$ cat src/rtl/rv32i_types.sv
`default_nettype none
// rv32i_types: shared RV32 decode types plus the multiply/divide unit's state, iteration count and helpers.
package rv32i_types;

  localparam int MULDIV_XLEN  = 32;
  localparam int MULDIV_ITERS = MULDIV_XLEN;

  typedef enum logic [4:0] {
    alu_add, alu_sub, alu_sll, alu_slt, alu_sltu, alu_xor, alu_srl, alu_sra,
    alu_or, alu_and,
    alu_mul, alu_mulh, alu_mulhsu, alu_mulhu,
    alu_div, alu_divu, alu_rem, alu_remu
  } alu_ops;

  typedef enum logic [1:0] {IDLE, PREP, CALC, FIN} muldiv_state_t;

  function automatic logic is_mul_op(input alu_ops op);
    return op inside {alu_mul, alu_mulh, alu_mulhsu, alu_mulhu};
  endfunction

  function automatic logic is_div_op(input alu_ops op);
    return op inside {alu_div, alu_divu, alu_rem, alu_remu};
  endfunction

  function automatic logic [MULDIV_XLEN-1:0] neg_word(input logic [MULDIV_XLEN-1:0] x, input logic en);
    return en ? -x : x;
  endfunction

  function automatic logic [2*MULDIV_XLEN-1:0] neg_dword(input logic [2*MULDIV_XLEN-1:0] x, input logic en);
    return en ? -x : x;
  endfunction

  // Unsigned magnitude; the most negative value maps onto itself, which is the correct unsigned magnitude.
  function automatic logic [MULDIV_XLEN-1:0] mag(input logic [MULDIV_XLEN-1:0] x, input logic sgn);
    return neg_word(x, sgn & x[MULDIV_XLEN-1]);
  endfunction

endpackage
`default_nettype wire

$ cat src/rtl/muldiv_unit_if.sv
`default_nettype none
// muldiv_unit_if: request/response bundle between the execute stage and muldiv_unit.
interface muldiv_unit_if #(
  parameter int XLEN = rv32i_types::MULDIV_XLEN
) ();
  import rv32i_types::*;

  logic            start;
  logic            kill;
  alu_ops          aluop;
  logic [XLEN-1:0] a;
  logic [XLEN-1:0] b;
  logic            busy;
  logic            done;
  logic [XLEN-1:0] result;

  modport master (output start, kill, aluop, a, b, input busy, done, result);
  modport slave  (input start, kill, aluop, a, b, output busy, done, result);
endinterface
`default_nettype wire

$ cat src/rtl/muldiv_unit.sv
`default_nettype none
// muldiv_unit: iterative RV32M unit, radix-2 shift-add multiply and restoring divide with final sign fix-up.
// Define MULDIV_FAST_MUL_EN to compute multiplies in a single cycle in PREP instead of iterating.
module muldiv_unit
  import rv32i_types::*;
#(
  parameter int XLEN = MULDIV_XLEN
) (
  input logic          clk,
  input logic          rst_n,
  muldiv_unit_if.slave mdu
);

  localparam int ITERS = XLEN;
  localparam int CW    = $clog2(ITERS);

  muldiv_state_t     state, state_nxt;
  alu_ops            op;
  logic [XLEN-1:0]   opa, opb, shreg, dvsr, special_val, result;
  logic [2*XLEN-1:0] acc, mcand;
  logic [CW-1:0]     cnt;
  logic              neg_q, neg_r, special, done;

  logic              accept, div_op, a_signed, b_signed, sa, sb, div_zero, ovf, go_fin;
  logic [XLEN:0]     rem_sh, diff;
  logic [XLEN-1:0]   rem_new, quot_fix, rem_fix, fin_val;
  logic [2*XLEN-1:0] prod_fix;

`ifdef MULDIV_FAST_MUL_EN
  logic signed [2*XLEN+1:0] fast_prod;
  logic                     unused_fast_hi;
  assign fast_prod      = $signed({sa, opa}) * $signed({sb, opb});
  assign unused_fast_hi = ^fast_prod[2*XLEN+1:2*XLEN];
`endif

  assign mdu.busy   = (state != IDLE);
  assign mdu.done   = done;
  assign mdu.result = result;

  always_comb begin
    accept   = mdu.start && !mdu.kill && (is_mul_op(mdu.aluop) || is_div_op(mdu.aluop));
    div_op   = is_div_op(op);
    a_signed = op inside {alu_mulh, alu_mulhsu, alu_div, alu_rem};
    b_signed = op inside {alu_mulh, alu_div, alu_rem};
    sa       = a_signed & opa[XLEN-1];
    sb       = b_signed & opb[XLEN-1];
    div_zero = (opb == '0);
    ovf      = (op inside {alu_div, alu_rem}) && (opa == {1'b1, {(XLEN-1){1'b0}}}) && (&opb);
`ifdef MULDIV_FAST_MUL_EN
    go_fin   = div_op ? (div_zero || ovf) : 1'b1;
`else
    go_fin   = div_op && (div_zero || ovf);
`endif
    // Restoring step: remainder sits in acc low half, dividend bits stream out of shreg's MSB.
    rem_sh   = {acc[XLEN-1:0], shreg[XLEN-1]};
    diff     = rem_sh - {1'b0, dvsr};
    rem_new  = diff[XLEN] ? rem_sh[XLEN-1:0] : diff[XLEN-1:0];
    prod_fix = neg_dword(acc, neg_q);
    quot_fix = neg_word(shreg, neg_q);
    rem_fix  = neg_word(acc[XLEN-1:0], neg_r);
    if (special) begin
      fin_val = special_val;
    end else begin
      case (op)
        alu_mul:                        fin_val = prod_fix[XLEN-1:0];
        alu_mulh, alu_mulhsu, alu_mulhu: fin_val = prod_fix[2*XLEN-1:XLEN];
        alu_div, alu_divu:              fin_val = quot_fix;
        default:                        fin_val = rem_fix;
      endcase
    end
  end

  always_comb begin
    state_nxt = state;
    if (mdu.kill) begin
      state_nxt = IDLE;
    end else begin
      case (state)
        IDLE:    if (accept) state_nxt = PREP;
        PREP:    state_nxt = go_fin ? FIN : CALC;
        CALC:    if (cnt == CW'(ITERS-1)) state_nxt = FIN;
        FIN:     state_nxt = IDLE;
        default: state_nxt = IDLE;
      endcase
    end
  end

  always_ff @(posedge clk or negedge rst_n) begin
    if (!rst_n) state <= IDLE;
    else        state <= state_nxt;
  end

  always_ff @(posedge clk or negedge rst_n) begin
    if (!rst_n) begin
      op <= alu_add; opa <= '0; opb <= '0; shreg <= '0; dvsr <= '0;
      acc <= '0; mcand <= '0; cnt <= '0; neg_q <= 1'b0; neg_r <= 1'b0;
      special <= 1'b0; special_val <= '0; result <= '0; done <= 1'b0;
    end else begin
      done <= 1'b0;
      if (!mdu.kill) begin
        case (state)
          IDLE: if (accept) begin
            op  <= mdu.aluop;
            opa <= mdu.a;
            opb <= mdu.b;
          end
          PREP: begin
            cnt         <= '0;
            acc         <= '0;
            neg_q       <= sa ^ sb;
            neg_r       <= sa;
            special     <= div_op && (div_zero || ovf);
            special_val <= (op inside {alu_div, alu_divu}) ? (div_zero ? '1 : opa)
                                                           : (div_zero ? opa : '0);
            if (div_op) begin
              shreg <= mag(opa, a_signed);
              dvsr  <= mag(opb, b_signed);
            end else begin
`ifdef MULDIV_FAST_MUL_EN
              acc   <= fast_prod[2*XLEN-1:0];
              neg_q <= 1'b0;
`endif
              mcand <= {{XLEN{1'b0}}, mag(opa, a_signed)};
              shreg <= mag(opb, b_signed);
            end
          end
          CALC: begin
            cnt <= cnt + 1'b1;
            if (div_op) begin
              acc   <= {{XLEN{1'b0}}, rem_new};
              shreg <= {shreg[XLEN-2:0], ~diff[XLEN]};
            end else begin
              if (shreg[0]) acc <= acc + mcand;
              mcand <= mcand << 1;
              shreg <= shreg >> 1;
            end
          end
          FIN: begin
            result <= fin_val;
            done   <= 1'b1;
          end
          default: ;
        endcase
      end
    end
  end

endmodule
`default_nettype wire

$ cat src/flat_wrapper.sv
// flat-port wrapper written by rule: the top's interface ports become plain ports
module muldiv_unit_flat import rv32i_types::*;
#(
  parameter int XLEN = MULDIV_XLEN
)
  (clk, rst_n, mdu_start, mdu_kill, mdu_aluop, mdu_a, mdu_b, mdu_busy, mdu_done, mdu_result);
  muldiv_unit_if #(.XLEN(XLEN)) mdu_i ();
  input logic clk;
  input logic rst_n;
  input wire logic [$bits(mdu_i.start)-1:0] mdu_start;
  input wire logic [$bits(mdu_i.kill)-1:0] mdu_kill;
  input wire logic [$bits(mdu_i.aluop)-1:0] mdu_aluop;
  input wire logic [$bits(mdu_i.a)-1:0] mdu_a;
  input wire logic [$bits(mdu_i.b)-1:0] mdu_b;
  output wire logic [$bits(mdu_i.busy)-1:0] mdu_busy;
  output wire logic [$bits(mdu_i.done)-1:0] mdu_done;
  output wire logic [$bits(mdu_i.result)-1:0] mdu_result;
  assign mdu_i.start = mdu_start;
  assign mdu_i.kill = mdu_kill;
  assign mdu_i.aluop = mdu_aluop;
  assign mdu_i.a = mdu_a;
  assign mdu_i.b = mdu_b;
  assign mdu_busy = mdu_i.busy;
  assign mdu_done = mdu_i.done;
  assign mdu_result = mdu_i.result;
  muldiv_unit #(.XLEN(XLEN)) u_core (.clk(clk), .rst_n(rst_n), .mdu(mdu_i));
endmodule
$ cat config.mk
export PLATFORM = sky130hd
export DESIGN_NAME = muldiv_unit_flat
export DESIGN_NICKNAME = d
export VERILOG_FILES = /design/src/rtl/rv32i_types.sv /design/src/rtl/muldiv_unit_if.sv /design/src/rtl/muldiv_unit.sv /design/src/flat_wrapper.sv
export SDC_FILE = /design/constraint.sdc
export NUM_CORES = 1
export LEC_CHECK = 0
export CAP_MARGIN = 20
export CORE_AREA = 3 3 177 266
export CTS_BUF_LIST = sky130_fd_sc_hd__clkbuf_4
export DETAILED_ROUTE_END_ITERATION = 16
export DIE_AREA = 0 0 180 269
export DONT_BUFFER_PORTS = 1
export PLACE_DENSITY_LB_ADDON = 0.15
export SKIP_CTS_REPAIR_TIMING = 1
export SLEW_MARGIN = 20
export SYNTH_ARGS = -nofsm -noshare
export SYNTH_HDL_FRONTEND = slang
export SYNTH_SLANG_ARGS = --single-unit
$ cat constraint.sdc
create_clock -name clk -period 6.7 [get_ports clk]
set_input_delay 0.335 -clock clk [delete_from_list [all_inputs] [get_ports clk]]
set_output_delay 0.335 -clock clk [all_outputs]
set_load 0.01 [all_outputs]
== After elaboration in Yosys (flattened, before gate mapping) ==
Cells that the tools add are included.

* Bits in registers: 336
* Output and inout bits: 34
* Word-level logic and storage cells: 112
* Input bits: 73

* Add/sub/neg operators: 8
* Bitwise gates (word level): 5
* Reductions and logical operators: 30
* Multiplexer cells: 28
* Eq/ne operators: 26

{| class="wikitable"
|+ Operators by type and width
! kind !! count
|-
| 32-bit two-way mux || 11
|-
| 64-bit two-way mux || 5
|-
| 64-bit one-hot mux with 2 select lines || 2
|-
| 32-bit negator || 4
|-
| 32-bit one-hot mux with 3 select lines || 1
|-
| 64-bit adder || 1
|-
| 64-bit negator || 1
|-
| 32-bit one-hot mux with 2 select lines || 1
|-
| 5-bit by 4-bit == test with 1-bit output (second input constant) || 12
|-
| 33-bit by 32-bit subtractor with 33-bit output || 1
|-
| 32-bit == test (second input constant) || 1
|-
| 32-bit zero test || 1
|-
| 32-bit AND reduction || 1
|-
| 5-bit == test (second input constant) || 5
|-
| 4-bit nonzero test || 4
|-
| 5-bit one-hot mux with 2 select lines || 1
|-
| 3-bit AND reduction || 3
|-
| 2-bit one-hot mux with 4 select lines || 1
|-
| 2-bit AND reduction || 4
|-
| 2-bit nonzero test || 4
|-
| 2-bit two-way mux || 3
|-
| 3-bit by 2-bit != test with 1-bit output (second input constant) || 2
|-
| 5-bit by 1-bit adder with 5-bit output (second input constant) || 1
|-
| 1-bit logical AND || 5
|-
| other kinds (15) || 22
|}

== Depth between registers and ports, before layout ==
Gate-level depths: netlist of the first run.

* Word-level depth: 9
* Depth in mapped cells: 14
* Mapped depth without buffers: 13

== Worst setup path after synthesis of the first run ==
OpenSTA, ideal clock, no wires.

* Kind: flip-flop to flip-flop
* From: register u_core.shreg[31]
* To: register u_core.acc[22]
* Buffers on the path: 1
* Setup slack: 3.516 ns
* Clock period less this slack: 3.184 ns
* Stages on the path, launching flop included: 14
* Arrival time: 3.063 ns
* Required time: 6.579 ns
* Library setup time: 0.121 ns
* Cells stage by stage: dfrtp_1 > inv_1 > ha_1 > fa_1 > nor2b_1 > o21ai_1 > a21oi_1 > o41a_1 > a221oi_1 > o21a_1 > o211ai_1 > clkbuf_1 > o211ai_1 > a22o_1

* Cells in the longest elaborated chain, start to end: 4

{| class="wikitable"
|+ Ends and longest elaborated chain
! item !! line !! text
|-
| start, declared || muldiv_unit.sv:19 || <nowiki>logic [XLEN-1:0] opa, opb, shreg, dvsr, special_val, result;</nowiki>
|-
| start signal, assigned || muldiv_unit.sv:116 || <nowiki>shreg <= mag(opa, a_signed);</nowiki>
|-
| start signal, assigned || muldiv_unit.sv:124 || <nowiki>shreg <= mag(opb, b_signed);</nowiki>
|-
| start signal, assigned || muldiv_unit.sv:131 || <nowiki>shreg <= {shreg[XLEN-2:0], ~diff[XLEN]};</nowiki>
|-
| 33-bit by 32-bit subtractor with 33-bit output || muldiv_unit.sv:56 || <nowiki>diff = rem_sh - {1'b0, dvsr};</nowiki>
|-
| 32-bit two-way mux || muldiv_unit.sv:57 || <nowiki>rem_new = diff[XLEN] ? rem_sh[XLEN-1:0] : diff[XLEN-1:0];</nowiki>
|-
| 64-bit two-way mux || muldiv_unit.sv:129 || <nowiki>if (div_op) begin</nowiki>
|-
| 64-bit one-hot mux with 2 select lines || muldiv_unit.sv:101 || <nowiki>case (state)</nowiki>
|-
| end signal, assigned || muldiv_unit.sv:130 || <nowiki>acc <= {{XLEN{1'b0}}, rem_new};</nowiki>
|-
| end signal, assigned || muldiv_unit.sv:133 || <nowiki>if (shreg[0]) acc <= acc + mcand;</nowiki>
|-
| end, declared || muldiv_unit.sv:20 || <nowiki>logic [2*XLEN-1:0] acc, mcand;</nowiki>
|}

Every way passes these cells.
A chain may end at the register's enable or synchronous reset.

== Worst setup path after layout of the first run ==
* From: register u_core.op[3]
* To: register u_core.acc[0]

* Cells in the longest elaborated chain, start to end: 4
* Elaborated cells between the ends (all ways): 9
* Classes of those cells: eq/ne (5); mux (2); reduce/logical (2)

{| class="wikitable"
|+ Ends and longest elaborated chain
! item !! line !! text
|-
| start, declared || muldiv_unit.sv:18 || <nowiki>alu_ops op;</nowiki>
|-
| start signal, assigned || muldiv_unit.sv:103 || <nowiki>op <= mdu.aluop;</nowiki>
|-
| 5-bit by 4-bit == test with 1-bit output or 5-bit == test (tied branches) || rv32i_types.sv:22 || <nowiki>return op inside {alu_div, alu_divu, alu_rem, alu_remu};</nowiki>
|-
| 4-bit nonzero test (*) || rv32i_types.sv:22 ||
|-
| 3-bit by 1-bit != test with 1-bit output (no source line) or 64-bit two-way mux (tied branches) || - ||
|-
| 3-bit AND reduction (no source line) or 64-bit one-hot mux with 2 select lines (tied branches) || - ||
|}

Every way passes the cells marked *; elsewhere a longest branch is shown, timed or not.

==> impl_metrics.toml, run 1 <==
[drt]
vias_per_cell = 6.47
routed.top_layer = "met4"
totalWireLength_um = 90300
final_antenna_net_count = 0
post_drt_wl_per_cell_um = 25.2
wl_met2_um = 43200
wl_met1_um = 33800
wl_met3_um = 5330
drt_iter0_drc = 2042
drc = 0
dr.pass1.iters = 8
vias = 23237

[timing]
setup_violations = 0
fin_skew_ns = 0.0807
worst_slack_ns = 1.88
fmax_ghz = 0.207
period_needed_ns = 4.82
drv_slew = 0
tightest_slew_ns = 1.17
slew_headroom = 0.219
tns_ns = 0
rsz0062_at_grt = "false"
hold_viol = 336
holdWs_ns = -0.803
period_share = 0.720

[worst_setup_path]
cp.arrival_ns = 5.58
critical_path_class = "reg2reg"
critPathBufInv = 1
startpoint = "u_core.op[3]"
worstPathRequired_ns = 7.46
critical_path.top_delay_family = "simple AND/OR/NAND/NOR gates"
critPathMaxFanout = 17
rrSetupSlack_ns = 1.88
worstReg2RegStart = "u_core.op[3]"
slowest_delay_ns = 1.00
end_kind = "flip-flop"
startpoint_type = "flip-flop"
cp_cell_sequence = "nor2b_1 > and3_1 > nor2_4 > a31oi_1 > nand2_1 > nor2_1 > buf_4 > a22oi_1 > o21ai_0"
reg2reg_depth = 9
reg2reg_to = "u_core.acc[0]"
slowest_stage = "nor2_1"

[floorplanning]
die_height_um = 269
num_rows = 95
die_w_um = 180
fp.dieArea_mm2 = 0.0484
core-area_mm2 = 0.0448
start_util = 0.549
ios = 107

[grt]
grt_pass1_vias = 22181
antenna_found_initial = 1
grt-ovfl-total = 0
grt_start_max_net_pins = 337
grt_pass1_wl_um = 133000
globalRouteTotalUtil = 0.357

[min_path]
hp-class = "in2async"

[placement]
postPlaceCellArea_mm2 = 0.0249
place_ws_ns = 2.11
hpwlAfterDp_um = 67300
port_buffers = 0
gp_congestion = 0.994

[cts]
cts.clk_slew.worst_paths_ns = 0.08
h-tree-depth = 3
cts_tree = "built"
clk_path_buf_depth = 3
cts.sinks = 336
cts-root-buf = "clkbuf_4"
clock_latency_ns = 0.89
cts_buffers = 91

[synthesis]
synthArstFlopShare = 1.00
synthesis.area_per_instance_um2 = 8.32
netlist_instances = 2956
yosysWarningCount = 0
synth-main-ff-cell = "dfrtp_1"
syn_nets = 3137
synth-edff-count = 0
synth-seq-area-share = 0.342
netlist_area_mm2 = 0.0246
yosys.area.top_type = "dfrtp_1"
synth_cell_types = 91
netlist.area_leader.share = 0.342
synth_area_leaders = "dfrtp_1, nand2_1, o21ai_0"
yosys_register_bits = 336

[power]
ir_worst_vdd_v = 0.000254
powerDensity_mw_per_mm2 = 294
power_mw = 7.84
leakagePower_nw = 12.0

[final_layout]
drive_gt1_frac = 0.101
fin_util = 0.595
multi_input_area_mm2 = 0.0152
nets = 3128
final_design_area_no_fill_mm2 = 0.0267
area_growth_pct = 8.37
fillers = 4042
ff_latch_area_mm2 = 0.00841

[status]
status = "complete, but fails checks"
violations = "negative hold slack"

[job]
maxCapViolations = 0
## synthesized netlist by cell type (all sizes together), types with 47 or more instances
cell    number
a21o        75
a21oi      274
clkbuf     169
dfrtp      336
ha         106
inv         84
mux2        68
nand2      421
nand3       48
nand4       47
nor2       146
o21ai      355
o31ai       55
xnor2      125
xor2        92
## registers in the layout (all words and copies together) (netlist names)
signal and cells:
u_core.op 5, u_core.mcand 64, u_core.special 1, u_core.mdu.result 32, u_core.neg_q 1, u_core.neg_r 1, u_core.shreg 32, u_core.state 2
u_core.opa 32, u_core.special_val 32, u_core.mdu.done 1, u_core.acc 64, u_core.cnt 5, u_core.dvsr 32, u_core.opb 32
## logic make-up (layout without fill, tap and decap cells)
group                    count (synthesis)  count (layout)  synth area share
adder cells (fa/ha/maj)                108             108            0.0555
flip-flops                             336             336             0.342
other                                    0               1                 0
AND/OR/NAND/NOR                        871             871             0.167
XOR/XNOR                               217             217            0.0773
multiplexers                           125             125            0.0625
AO/OA/AOI/OAI                         1008            1008             0.251
buffers and inverters                  291             342            0.0452
## layout make-up
class	count	area share
Multi-Input combinational cell	2329	0.569
Clock buffer	120	0.0338
Inverter	85	0.0120
Antenna cell	1	0.0000939
Timing Repair Buffer	104	0.0358
Clock inverter	33	0.00685
Sequential cell	336	0.315
Tap cell	582	0.0273
## worst max-delay path by stage
stage / endpoint / slack (ns) / cells after the start
2_1_floorplan: u_core.acc[22] / 3.52 / 13
3_3_place_gp: u_core.acc[6] / 2.35 / 9
3_5_place_dp: u_core.acc[0] / 2.11 / 9
4_1_cts: u_core.acc[0] / 2.09 / 9
5_1_grt: u_core.acc[2] / 1.80 / 9
6_report: u_core.acc[0] / 1.88 / 9
## worst register-to-register path: cells and delay by family (launching register included)
kind | cells | cell delay [ns]
AND/OR/NAND/NOR | 5 | 2.89
AO/OA/AOI/OAI | 3 | 1.03
flip-flops | 1 | 0.39
buffers and inverters | 1 | 0.39
## report_power, final
group	total, mW	switching (mW)	internal [mW]
clock network	1.82	0.944	0.875
logic	2.98	1.89	1.09
registers	3.05	0.631	2.42
## cells in the final DEF, fill, tap and decap left out, types with 16 or more instances in the layout
cell type and instances:
a21oi_1 274, a22oi_1 18, or3_1 27, clkbuf_4 120
nor2_1 143, nor3_1 37, a31oi_1 26, a22o_1 36
and3_1 20, or4_1 22, nand2_1 419, o21ai_1 54
inv_1 83, dfrtp_1 335, a21o_1 75, a211oi_1 25
xor2_1 92, o21ai_0 298, ha_1 106, nand4_1 47
mux2i_1 41, dlygate4sd3_1 69, o31ai_1 52, mux4_2 16
nand3_1 46, buf_4 35, mux2_2 68, xnor2_1 125
clkinv_1 22, a221oi_1 16
## per-stage QoR
stage,std cells,hold slack (ns)
global route,3590,-0.854
global placement,3367,0.0462
floorplan,2956,0.0394
CTS,3520,-0.898
finish,3590,-0.803
detailed placement,3367,0.0579
## per-layer routing
layer | vias to the layer above | GRT usage
met3 | 297 | 0.0511
met4 | 0 | 0.279
met5 | - | 0
met1 | 11212 | 0.409
met2 | 1008 | 0.602
li1 | 10720 | -
Note: power is estimated with default switching activity, not from simulation.
==> run 2, diff against run 1 <==
==> constraint.sdc (replaced) <==
create_clock -name clk -period 4.5 [get_ports clk]
set_input_delay 0.225 -clock clk [delete_from_list [all_inputs] [get_ports clk]]
set_output_delay 0.225 -clock clk [all_outputs]
set_load 0.01 [all_outputs]
==> impl_metrics.toml, run 2 (same netlist as run 1, synthesis figures left out) <==
[status]
status = "complete, but fails checks"
violations = "negative hold slack, max-slew violations"

[timing]
rsz0062_at_grt = "false"
drv_slew = 70
hold_viol = 336
tightest_slew_ns = 1.56
holdWs_ns = -0.928
setup_violations = 0
fmax_ghz = 0.238
period_share = 0.935
tns_ns = 0
slew_headroom = -0.0402
fin_skew_ns = 0.0822
period_needed_ns = 4.21

[job]
maxCapViolations = 0

[cts]
cts.clk_slew.worst_paths_ns = 0.08
cts_tree = "built"
cts_buffers = 90
clock_latency_ns = 0.90
clk_path_buf_depth = 3
h-tree-depth = 3
cts.sinks = 336
cts-root-buf = "clkbuf_4"

[grt]
antenna_found_initial = 4
globalRouteTotalUtil = 0.371
grt_start_max_net_pins = 337
grt_pass1_vias = 22830
grt-ovfl-total = 0
grt_pass1_wl_um = 137000

[power]
ir_worst_vdd_v = 0.000384
power_mw = 11.9
powerDensity_mw_per_mm2 = 441
leakagePower_nw = 12.3

[placement]
gp_congestion = 1.02
hpwlAfterDp_um = 69500
placed_cells = 3393
port_buffers = 0

[floorplanning]
start_util = 0.549
die_height_um = 269
fp.dieArea_mm2 = 0.0484
ios = 107
die_w_um = 180
core-area_mm2 = 0.0448
num_rows = 95

[drt]
drc = 0
drt_iter0_drc = 2291
vias = 23938
vias_per_cell = 6.57
post_drt_wl_per_cell_um = 25.8
final_antenna_net_count = 0
totalWireLength_um = 93800
dr.pass1.iters = 6

[worst_setup_path]
cp.arrival_ns = 4.87
startpoint_type = "flip-flop"
critical_path_class = "reg2reg"
worstPathRequired_ns = 5.16
end_kind = "flip-flop"
critPathMaxFanout = 9

[final_layout]
drive_gt1_frac = 0.109
top_regs = "u_core.acc (64), u_core.mcand (64)"
nets = 3169
area_growth_pct = 10.0
stdcell_count = 3643
final_common_cell = "nand2_1"
fin_util = 0.604
final_cell_mix = "nand2_1, dfrtp_1, o21ai_0, a21oi_1, nor2_1"
fillers = 3963

[min_path]
hp-class = "in2async"
run 2: cell count changes in the layout (fill, tap and decap cells not counted), moves of 2 or more:
cell           previous run  this run
diode_2                   1         6
clkinv_2                  5         7
clkbuf_4                120       123
buf_4                    35        60
dlygate4sd3_1            69        85
run 2: final timing paths:
kind,startpoint,slack [ns],endpoint,depth (start not counted)
setup / recovery,u_core.acc[2],0.29,u_core.mdu.result[19],10
hold / removal,rst_n,-0.93,u_core.acc[24],0
setup reg to reg,u_core.acc[2],0.29,u_core.mdu.result[19],10
hold reg to reg,u_core.special_val[26],0.48,u_core.special_val[26],2
max in group asynchronous,rst_n,4.15,u_core.dvsr[18],0
min in group clk,mdu_aluop[3],0.02,u_core.state[1],6
run 2: report_power, final:
group | total, mW | internal, mW | switching (mW)
sequential | 4.54 | 3.60 | 0.940
combinational | 4.62 | 1.71 | 2.91
clock | 2.78 | 1.34 | 1.44
total | 11.9 | 6.65 | 5.29
run 2: area by class of cell:
| cell class | count | area, um2 | share of cell area |
|---|---|---|---|
| diodes | 6 | 15.0 | 0.000555 |
| clock buffers | 123 | 923 | 0.0341 |
| clock inverters | 36 | 205 | 0.00758 |
| inverters | 85 | 319 | 0.0118 |
| multi-input cells | 2329 | 15200 | 0.560 |
| flip-flops and latches | 336 | 8410 | 0.311 |
| well taps | 582 | 728 | 0.0269 |
| repair buffers | 146 | 1320 | 0.0488 |
run 2: worst max-delay path: stages, from the launching register on:
cell and delay, ns:
dfrtp_1 0.55, nor3_4 0.32, nand3_2 0.19, or4_1 0.50
or4_1 0.54, or3_1 0.37, nand2_1 0.09, xor2_1 0.29
o22ai_1 0.11, a2111oi_0 0.84, a21oi_1 0.19
run 2: through the flow:
| stage | cell area [um2] | setup slack (ns) | hold slack (ns) |
|---|---|---|---|
| global route | 27100 | 0.144 | -0.966 |
| finish | 27100 | 0.293 | -0.928 |
| floorplan | 24600 | 1.32 | -0.0706 |
| CTS | 26200 | 0.355 | -1.01 |
| global placement | 25100 | 0.397 | -0.0456 |
| detailed placement | 25100 | 0.390 | -0.0497 |
run 2: layer usage:
layer  wire, um  GRT usage  share of wire
met1      34200      0.413           0.36
met2      44500      0.617           0.47
met3       5860     0.0679          0.062
met4       9200      0.317          0.098
met5          0          0              0
